===== config.mk =====
export PLATFORM = sky130hd
export DESIGN_NAME = cp2_xfer_ctrl
export DESIGN_NICKNAME = d
export VERILOG_FILES = /design/src/rtl/cp2_xfer_ctrl_pkg.sv /design/src/rtl/cp2_timeout_cnt.sv /design/src/rtl/cp2_xfer_ctrl.sv
export SDC_FILE = /design/constraint.sdc
export NUM_CORES = 1
export LEC_CHECK = 0
export ABC_CLOCK_PERIOD_IN_PS = 1900
export CAP_MARGIN = 10
export CORE_ASPECT_RATIO = 1.5
export CORE_UTILIZATION = 38
export CTS_BUF_LIST = sky130_fd_sc_hd__clkbuf_8
export DETAILED_ROUTE_END_ITERATION = 8
export PLACE_DENSITY = 0.84
export SYNTH_ARGS = -nofsm -noshare
export SYNTH_HDL_FRONTEND = slang
export SYNTH_SLANG_ARGS = --single-unit

===== constraint.sdc =====
create_clock -name i_clk -period 1.9 [get_ports i_clk]
set_clock_uncertainty 0.2 [all_clocks]
set_input_delay 0.19 -clock i_clk [delete_from_list [all_inputs] [get_ports i_clk]]
set_output_delay 0.19 -clock i_clk [all_outputs]
set_load 0.01 [all_outputs]

===== src/rtl/cp2_xfer_ctrl_pkg.sv =====
// Shared definitions for the coprocessor-2 transfer controller:
// request encodings, FSM states and the default timeout exception code.
package cp2_xfer_ctrl_pkg;

   typedef enum logic [1:0] {
      REQ_ACT  = 2'd0,
      REQ_TO   = 2'd1,
      REQ_FROM = 2'd2,
      REQ_RSVD = 2'd3
   } req_type_e;

   typedef enum logic [2:0] {
      ST_IDLE      = 3'd0,
      ST_WAIT_RDY  = 3'd1,
      ST_STROBE    = 3'd2,
      ST_WAIT_DATA = 3'd3,
      ST_DONE      = 3'd4
   } state_e;

   localparam logic [3:0] TO_CODE_DEF = 4'hF;

   // Counter must hold TIMEOUT and is never narrower than a byte.
   function automatic int cnt_width(input int timeout);
      int w;
      w = $clog2(timeout + 1);
      return (w > 8) ? w : 8;
   endfunction

endpackage


===== src/rtl/cp2_timeout_cnt.sv =====
// Saturating wait counter; o_expired flags the last permitted wait cycle.
module cp2_timeout_cnt #(
   parameter int TIMEOUT = 255,
   parameter int CNT_W   = 8
) (
   input  logic i_clk,
   input  logic i_rst,
   input  logic i_clr,
   input  logic i_en,
   output logic o_expired
);

   localparam logic [CNT_W-1:0] LIMIT = CNT_W'(TIMEOUT - 1);

   logic [CNT_W-1:0] r_cnt;

   // Count enabled wait cycles, holding at LIMIT so expiry stays asserted.
   always_ff @(posedge i_clk) begin
      if (i_rst || i_clr) begin
         r_cnt <= '0;
      end else if (i_en && (r_cnt != LIMIT)) begin
         r_cnt <= r_cnt + {{(CNT_W-1){1'b0}}, 1'b1};
      end
   end

   assign o_expired = (r_cnt == LIMIT);

endmodule


===== src/rtl/cp2_xfer_ctrl.sv =====
// Sequences MEM-stage coprocessor-2 transactions (action, write, read):
// waits out CP2 busy, issues one-cycle strobes, collects data/exceptions.
module cp2_xfer_ctrl
   import cp2_xfer_ctrl_pkg::*;
#(
   parameter int               TIMEOUT = 255,
   parameter int               EXC_W   = 4,
   parameter logic [EXC_W-1:0] TO_CODE = EXC_W'(TO_CODE_DEF)
) (
   input  logic             i_clk,
   input  logic             i_rst,
   input  logic             i_req_valid,
   input  logic [1:0]       i_req_type,
   input  logic [31:0]      i_req_data,
   input  logic             i_flush,
   output logic             o_req_ready,
   output logic             o_busy,
   output logic             o_done,
   output logic [31:0]      o_rd_data,
   output logic             o_exc,
   output logic [EXC_W-1:0] o_exc_code,
   output logic             o_cp2_as_0,
   output logic             o_cp2_ts_0,
   output logic             o_cp2_tds_0,
   output logic [31:0]      o_cp2_tdata_0,
   output logic             o_cp2_fs_0,
   input  logic             i_cp2_abusy_0,
   input  logic             i_cp2_tbusy_0,
   input  logic             i_cp2_fbusy_0,
   input  logic             i_cp2_fds_0,
   input  logic [31:0]      i_cp2_fdata_0,
   input  logic             i_cp2_excs_0,
   input  logic             i_cp2_exc_0,
   input  logic [EXC_W-1:0] i_cp2_exccode_0
);

   localparam int CNT_W = cnt_width(TIMEOUT);

   state_e           r_state;
   state_e           w_next_state;
   req_type_e        r_type;
   logic [31:0]      r_tdata;
   logic [31:0]      r_rd_data;
   logic             r_exc;
   logic             r_discard;
   logic [EXC_W-1:0] r_exc_code;
   logic [EXC_W-1:0] w_exc_code_nxt;
   logic             w_busy_sel;
   logic             w_cp2_exc;
   logic             w_expired;
   logic             w_cnt_clr;
   logic             w_cnt_en;
   logic             w_exc_set;
   logic             w_cap_rd;
   logic             w_accept;
   logic             w_done;

   assign w_accept  = (r_state == ST_IDLE) && i_req_valid;
   assign w_cp2_exc = i_cp2_excs_0 && i_cp2_exc_0;

   // Busy line belonging to the latched transaction type.
   always_comb begin
      case (r_type)
         REQ_ACT:  w_busy_sel = i_cp2_abusy_0;
         REQ_TO:   w_busy_sel = i_cp2_tbusy_0;
         REQ_FROM: w_busy_sel = i_cp2_fbusy_0;
         default:  w_busy_sel = 1'b0;
      endcase
   end

   cp2_timeout_cnt #(
      .TIMEOUT (TIMEOUT),
      .CNT_W   (CNT_W)
   ) u_timeout_cnt (
      .i_clk     (i_clk),
      .i_rst     (i_rst),
      .i_clr     (w_cnt_clr),
      .i_en      (w_cnt_en),
      .o_expired (w_expired)
   );

   // FSM state register.
   always_ff @(posedge i_clk) begin
      if (i_rst) begin
         r_state <= ST_IDLE;
      end else begin
         r_state <= w_next_state;
      end
   end

   // Next state plus datapath/counter controls.
   always_comb begin
      w_next_state   = r_state;
      w_cnt_clr      = 1'b0;
      w_cnt_en       = 1'b0;
      w_exc_set      = 1'b0;
      w_exc_code_nxt = r_exc_code;
      w_cap_rd       = 1'b0;
      case (r_state)
         ST_IDLE: begin
            w_cnt_clr = 1'b1;
            if (!i_req_valid) begin
               w_next_state = ST_IDLE;
            end else if (i_req_type == REQ_RSVD) begin
               w_next_state   = ST_DONE;
               w_exc_set      = 1'b1;
               w_exc_code_nxt = '0;
            end else begin
               w_next_state = ST_WAIT_RDY;
            end
         end
         ST_WAIT_RDY: begin
            if (i_flush) begin
               w_next_state = ST_IDLE;
            end else if (!w_busy_sel) begin
               w_next_state = ST_STROBE;
            end else if (w_expired) begin
               w_next_state   = ST_DONE;
               w_exc_set      = 1'b1;
               w_exc_code_nxt = TO_CODE;
            end else begin
               w_cnt_en = 1'b1;
            end
         end
         ST_STROBE: begin
            w_cnt_clr = 1'b1;
            if (w_cp2_exc) begin
               w_next_state   = ST_DONE;
               w_exc_set      = 1'b1;
               w_exc_code_nxt = i_cp2_exccode_0;
            end else if (r_type == REQ_FROM) begin
               w_next_state = ST_WAIT_DATA;
            end else begin
               w_next_state = ST_DONE;
            end
         end
         ST_WAIT_DATA: begin
            // Exception outranks data arriving in the same cycle.
            if (w_cp2_exc) begin
               w_next_state   = ST_DONE;
               w_exc_set      = 1'b1;
               w_exc_code_nxt = i_cp2_exccode_0;
            end else if (i_cp2_fds_0) begin
               w_next_state = ST_DONE;
               w_cap_rd     = 1'b1;
            end else if (w_expired) begin
               w_next_state   = ST_DONE;
               w_exc_set      = 1'b1;
               w_exc_code_nxt = TO_CODE;
            end else begin
               w_cnt_en = 1'b1;
            end
         end
         ST_DONE: begin
            w_next_state = ST_IDLE;
         end
         default: begin
            w_next_state = ST_IDLE;
         end
      endcase
   end

   // Latched request, captured results and the flush-discard flag.
   always_ff @(posedge i_clk) begin
      if (i_rst) begin
         r_type     <= REQ_ACT;
         r_tdata    <= 32'h0000_0000;
         r_rd_data  <= 32'h0000_0000;
         r_exc      <= 1'b0;
         r_exc_code <= '0;
         r_discard  <= 1'b0;
      end else begin
         if (w_accept) begin
            r_type  <= req_type_e'(i_req_type);
            r_tdata <= i_req_data;
         end
         if (w_cap_rd) begin
            r_rd_data <= i_cp2_fdata_0;
         end
         if (w_exc_set) begin
            r_exc_code <= w_exc_code_nxt;
         end
         if (r_state == ST_IDLE) begin
            r_exc <= w_exc_set;
         end else if (w_exc_set) begin
            r_exc <= 1'b1;
         end
         if (r_state == ST_IDLE) begin
            r_discard <= 1'b0;
         end else if (i_flush && ((r_state == ST_STROBE) || (r_state == ST_WAIT_DATA) ||
                                  (r_state == ST_DONE))) begin
            r_discard <= 1'b1;
         end
      end
   end

   assign w_done = (r_state == ST_DONE) && !r_discard && !i_flush;

   assign o_req_ready   = (r_state == ST_IDLE);
   assign o_busy        = (r_state != ST_IDLE);
   assign o_done        = w_done;
   assign o_exc         = w_done && r_exc;
   assign o_exc_code    = r_exc_code;
   assign o_rd_data     = r_rd_data;
   assign o_cp2_tdata_0 = r_tdata;
   assign o_cp2_as_0    = (r_state == ST_STROBE) && (r_type == REQ_ACT);
   assign o_cp2_ts_0    = (r_state == ST_STROBE) && (r_type == REQ_TO);
   assign o_cp2_tds_0   = (r_state == ST_STROBE) && (r_type == REQ_TO);
   assign o_cp2_fs_0    = (r_state == ST_STROBE) && (r_type == REQ_FROM);

endmodule


==> Word-level counts from Yosys, hierarchy flattened <==
Index checks and enable logic that the tools add are counted.
{ "totals": {"wordCells": 88, "regBits": 83} }
{ "op_classes": {"reduce_logical": 23, "n_mux": 41, "eq_ne": 15, "addsub": 1} }
{ "ops": {"columns": ["operator", "count"], "rows": [
  ["$mux W4", 8],
  ["$mux W3", 9],
  ["$mux W1", 19],
  ["$pmux W4 S4", 1],
  ["$pmux W3 S4", 1],
  ["$logic_and A1 B1 Y1", 10],
  ["$add A8 B1 Y8 const B", 1],
  ["$eq A8 B8 Y1 const B", 1],
  ["$ne A2 B2 Y1 const B", 4],
  ["$ne A8 B8 Y1 const B", 1],
  ["$reduce_and A8 Y1", 1],
  ["$eq A3 B2 Y1 const B", 2],
  ["$eq A2 B2 Y1 const B", 2],
  ["$pmux W1 S4", 1],
  ["$reduce_bool A4 Y1", 1],
  ["$reduce_or A2 Y1", 2],
  ["$eq A3 B1 Y1 const B", 1],
  ["$eq A3 B3 Y1 const B", 1],
  ["$logic_not A3 Y1", 1],
  ["$logic_or A1 B1 Y1", 3],
  ["$ne A3 B3 Y1 const B", 1],
  ["$pmux W1 S3", 1],
  ["$reduce_bool A3 Y1", 1],
  ["$eq A2 B1 Y1 const B", 1],
  ["5 further kinds", 6]
]} }

==> Logic depth before layout (Yosys ltp) <==
{ "depth": {"word_depth": 7, "ltp_mapped": 8} }

==> Modules after synthesis <==
A second synthesis with hierarchy kept.
{ "unflattened": {"cells_unflattened": 422, "hier_area_um2": 3350.7} }
{ "modules_own_cells": {"columns": ["mod", "seq_area_each_um2", "n_inst", "cells_per_inst", "area_each_um2"], "rows": [
  ["cp2_xfer_ctrl", 1501.4, 1, 372, 2919.0],
  ["cp2_timeout_cnt", 160.2, 1, 50, 431.7]
]} }

==> Worst setup path before layout <==
No wires, ideal clock.
{ "synth_path": {"kind": "register to register", "start": "reg u_timeout_cnt.r_cnt[0]", "end": "reg r_exc_code[1] (netlist: o_exc_code[1])", "arrival_time_ps": 1588, "n_path_buf": 0, "setup_slack_ps": -22, "path_stages_with_launch": 8, "setup_time_ps": 134, "synth_period_minus_slack_ps": 1922, "t_required_ps": 1566, "path_cell_list": "dfxtp_1 > inv_1 > ha_1 > nand3_1 > or2_1 > or3_4 > a221oi_1 > a211oi_1"} }
{ "synth_between": {"elab_chain_len": 6, "elab_cells_between_ends": 14, "cone_classes": "eq/ne: 1; mux: 12; reduce/logical: 1"} }
{ "synth_rtl": {"columns": ["item", "line", "text"], "rows": [
  ["start, declared", "cp2_timeout_cnt.sv:15", "logic [CNT_W-1:0] r_cnt;"],
  ["start signal, assigned", "cp2_timeout_cnt.sv:22", "r_cnt <= r_cnt + {{(CNT_W-1){1'b0}}, 1'b1};"],
  ["$eq A8 B8 Y1 (*)", "cp2_timeout_cnt.sv:26", "assign o_expired = (r_cnt == LIMIT);"],
  ["$mux W1", "cp2_xfer_ctrl.sv:117, cp2_xfer_ctrl.sv:146", null],
  ["$mux W1 (on tied branches)", "cp2_xfer_ctrl.sv:143, cp2_xfer_ctrl.sv:115", null],
  ["$mux W1 (on tied branches)", "cp2_xfer_ctrl.sv:139, cp2_xfer_ctrl.sv:113", null],
  ["$pmux W1 S4", "cp2_xfer_ctrl.sv:99", "case (r_state)"],
  ["$reduce_and A8 Y1 (no line)", null, null],
  ["end signal, assigned", "cp2_xfer_ctrl.sv:181", "r_exc_code <= w_exc_code_nxt;"],
  ["end, declared", "cp2_xfer_ctrl.sv:46", "logic [EXC_W-1:0] r_exc_code;"]
]} }
Mark *: on every way between the ends. The rest lies on a longest branch, timed or not. The select of a mux whose other input is x is not followed.
A chain may end at the register's enable or synchronous reset.

==> Worst setup path after layout <==
{ "layout_path": {"start": "reg u_timeout_cnt.r_cnt[0]", "end": "reg r_exc_code[2] (netlist: o_exc_code[2])"} }
Same word-level chain as after synthesis.

==> metrics.md <==
| Metric | Value |
|---|---|
| WL per Instance | 14.4 um |
| Fin. max-slew vios | 0 |
| Leak | 2.04 nW |
| Crit Path Max Fanout | 5 |
| First-pass GRT wire length | approximately 16 mm |
| Clock transition at the registers of the reported paths | 0.08 ns |
| Maximum level of the CTS H-tree | 3 |
| Die Y | 116 um |
| WL final | 10.3 mm |
| Post-Syn Area | 3270 sq um |
| Global-route met1 utilization | 22.0% |
| Most Used Layer, Global Route | met2 |
| Clk buf depth | 2 |
| Initial Util | about two fifths |
| Post-synth top cells | nand2_1 (143), a21oi_1 (84), dfxtp_1 (83), clkbuf_1 (19), nor2_1 (8) |
| Worst path bufs/invs | 1 |
| Overflow after GRT | 0 |
| EDFF count, synth | 0 |
| Status | complete, but fails checks |
| Initial antenna violation count | 0 |
| Initial DRC count | 184 |
| DP Area | 5240 sq um |
| Asr flop ratio synth | 0% |
| R2R setup slack | -0.07 ns |
| CTS buffer count | 9 |
| Core area | 8360 sq um |
| Mapped Cells | 418 |
| Part of the Yosys area used for sequential elements | around half |
| Final worst path period need | 1.97 ns |
| #FFs+latches synth | 83 |
| Data arrival, critical path | 1.99 ns |
| Met3 usage | roughly 4.8% |
| Largest net degree at the start of global routing | 44 |
| Site Rows | a little over 40 |
| DRC Markers | 0 |
| Reg area | 1670 sq um |
| Worst IR Drop VDD | 516 uV |
| Worst-Skew Late Latency | 0.35 ns |
| Yosys top cell area share | 50.7% |
| Via count | 3593 |
| Final period util | 104% |
| Critical path startpoint category | register |
| Worst Path Required | about 1.9 ns |
| Die width | between 70 and 80 um |
| Dpl hpwl | between 7 and 8 mm |
| Area occupied by multi-input gates | 1610 sq um |
| Vias in the first global route | between 3000 and 4000 |
| Synth area leader | dfxtp_1 |
| Clock sink count | slightly above 80 |
| P per Cell Area | 666 nW/um^2 |
| Worst setup EP type | register |
| Kind of cell adding the most delay to the critical path | simple AND/OR/NAND/NOR gates |
| Unrepaired setup endpoints after global routing | true |
| Syn. warnings | 0 |
| Post-route cell area | approximately 5600 sq um |
| Synth top area cells | dfxtp_1 (51%), nand2_1 (16%), a21oi_1 (13%), clkbuf_1 (2.2%), a221oi_1 (1.3%) |
| Drt pass-1 iters | 4 |
| Slowest CP cell | or3_4 |
| Number of diodes | 0 |
| Util after Layout | between 60% and 70% |
| Vias/cell | 5.03 |
| Overall routing resource usage | a little under a quarter |
| Relative slew slack | a little under three quarters |
| Count of final hold-check violations | 0 |
| Critical Path Max Stage Delay | 0.43 ns |
| Hold WC Path Type | primary input to register |
| Failing checks | setup timing |
| # nets final | 685 |
| Root buf cell | clkbuf_8 |
| Max-cap violations | 0 |
| Final Setup Violations | 4 |
| Worst path cell trace | inv_2, ha_4, nand3_2, or2_1, or3_4, a221oi_4, a211oi_2 |
| Area grow syn2layout | 71.0% |
| Most common cell in the netlist | nand2_1 |
| Routability Congestion | 0.908 |
| CTS tree | done |
| Fmax achieved | between 0.5 and 0.6 GHz |
| CP Class | register to register |
| Post-layout worst setup margin | -0.0695 ns |
| Slew @ Worst Pin | around 0.43 ns |
| GR Layer Usage met2 | 42.9% |
| Main synth FF type | dfxtp_1 |
| Routed Antenna Nets | 0 |
| Mean Syn Cell Area | 7.83 sq um |
| Fraction of layout cells with a size suffix above 1 | 17.8% |
| Die Area | 9000 sq um |
| Fin Hold WS | 0.180 ns |
| Mapped Nets | 500 |
| Yosys cell types | 41 |
| Top Ports | 156 |
| I/O Buffers | 155 |
| Fillers | between 600 and 700 |
-- tightest hold or removal path: cells and delay by family --
family                 cells  cell delay [ns]
AO/OA/AOI/OAI              1             0.05
buffers and inverters      1             0.39
AND/OR/NAND/NOR            1             0.05
-- layout by cell type, fill, tap and decap left out, types with 2 or more instances in the layout --
cell type / count
clkdlybuf4s50_1: 146
nand2_1: 142
a21oi_1: 82
dfxtp_1: 76
buf_4: 40
clkbuf_8: 10
inv_1: 8
nor2_1: 7
dfxtp_2: 6
nand2b_1: 4
o21ai_0: 4
or2_2: 4
a211oi_2: 4
buf_12: 4
nand3_1: 3
a221oi_2: 3
or3_1: 3
buf_2: 3
clkdlybuf4s15_1: 3
inv_2: 2
or3_4: 2
nor3_4: 2
and2_4: 2
a31oi_1: 2
o41ai_1: 2
or4_1: 2
nand4_1: 2
clkinvlp_4: 2
clkbuf_2: 2
-- cell type report --
cell class	count	area share [%]
flip-flops and latches	83	29.9
clock buffers	10	2.46
inverters	8	0.536
multi-input cells	299	28.8
well taps	107	2.39
clock inverters	6	1.03
repair buffers	202	34.9
-- logic make-up after synthesis --
family / synth area share [%]
AOI/OAI and AO/OA: 18.3
buffers and inverters: 4.81
muxes: 0.306
DFF: 50.7
adders and majority gates: 0.764
and+or+nand+nor: 25.0
-- per-layer routing --
metal / share of wire, % / vias to the layer above
met3: 4.7 / 38
met5: 0 / -
met4: 4.8 / 0
met2: 55 / 113
li1: - / 1773
met1: 36 / 1669
-- final timing paths --
path | end | cells after the start | start
setup / recovery | o_exc_code[2] | 7 | u_timeout_cnt.r_cnt[0]
hold / removal | o_rd_data[6] | 3 | i_cp2_fdata_0[6]
setup reg to reg | o_exc_code[2] | 7 | u_timeout_cnt.r_cnt[0]
hold reg to reg | o_cp2_tdata_0[20] | 2 | o_cp2_tdata_0[20]
-- registers in the layout, indices dropped and copies added (netlist names) --
signal               count
o_cp2_tdata_0           32
o_exc_code               4
o_rd_data               32
r_discard                1
r_exc                    1
r_state                  3
r_type                   2
u_timeout_cnt.r_cnt      8
-- where the power goes --
| part | total [mW] | switching, mW | internal, mW |
|---|---|---|---|
| Clock | 1.25 | 0.621 | 0.632 |
| Combinational | 0.639 | 0.268 | 0.371 |
| Sequential | 1.84 | 0.0380 | 1.80 |
| Total | 3.73 | 0.927 | 2.80 |
-- repair_timing --
action	4_1_cts	5_1_grt
gates cloned	0	1
buffers inserted	3	5
setup endpoints to repair	51	39
gates resized for setup	28	20
endpoints found under the hold margin	3	0
pin swaps	6	4
hold buffers	1	0
-- stage by stage --
| step | setup TNS, ns | power [mW] | setup slack (ns) | instances |
|---|---|---|---|---|
| floorplan | -0.00872 | 2.10 | -0.00291 | 418 |
| global route | -0.821 | 3.89 | -0.151 | 715 |
| CTS | -0.227 | 3.74 | -0.0611 | 709 |
| finish | -0.205 | 3.73 | -0.0695 | 715 |
| detailed placement | -5.99 | 2.48 | -0.328 | 690 |
| global placement | -4.64 | 2.47 | -0.265 | 690 |
Note: power is estimated with default switching activity, not from simulation.
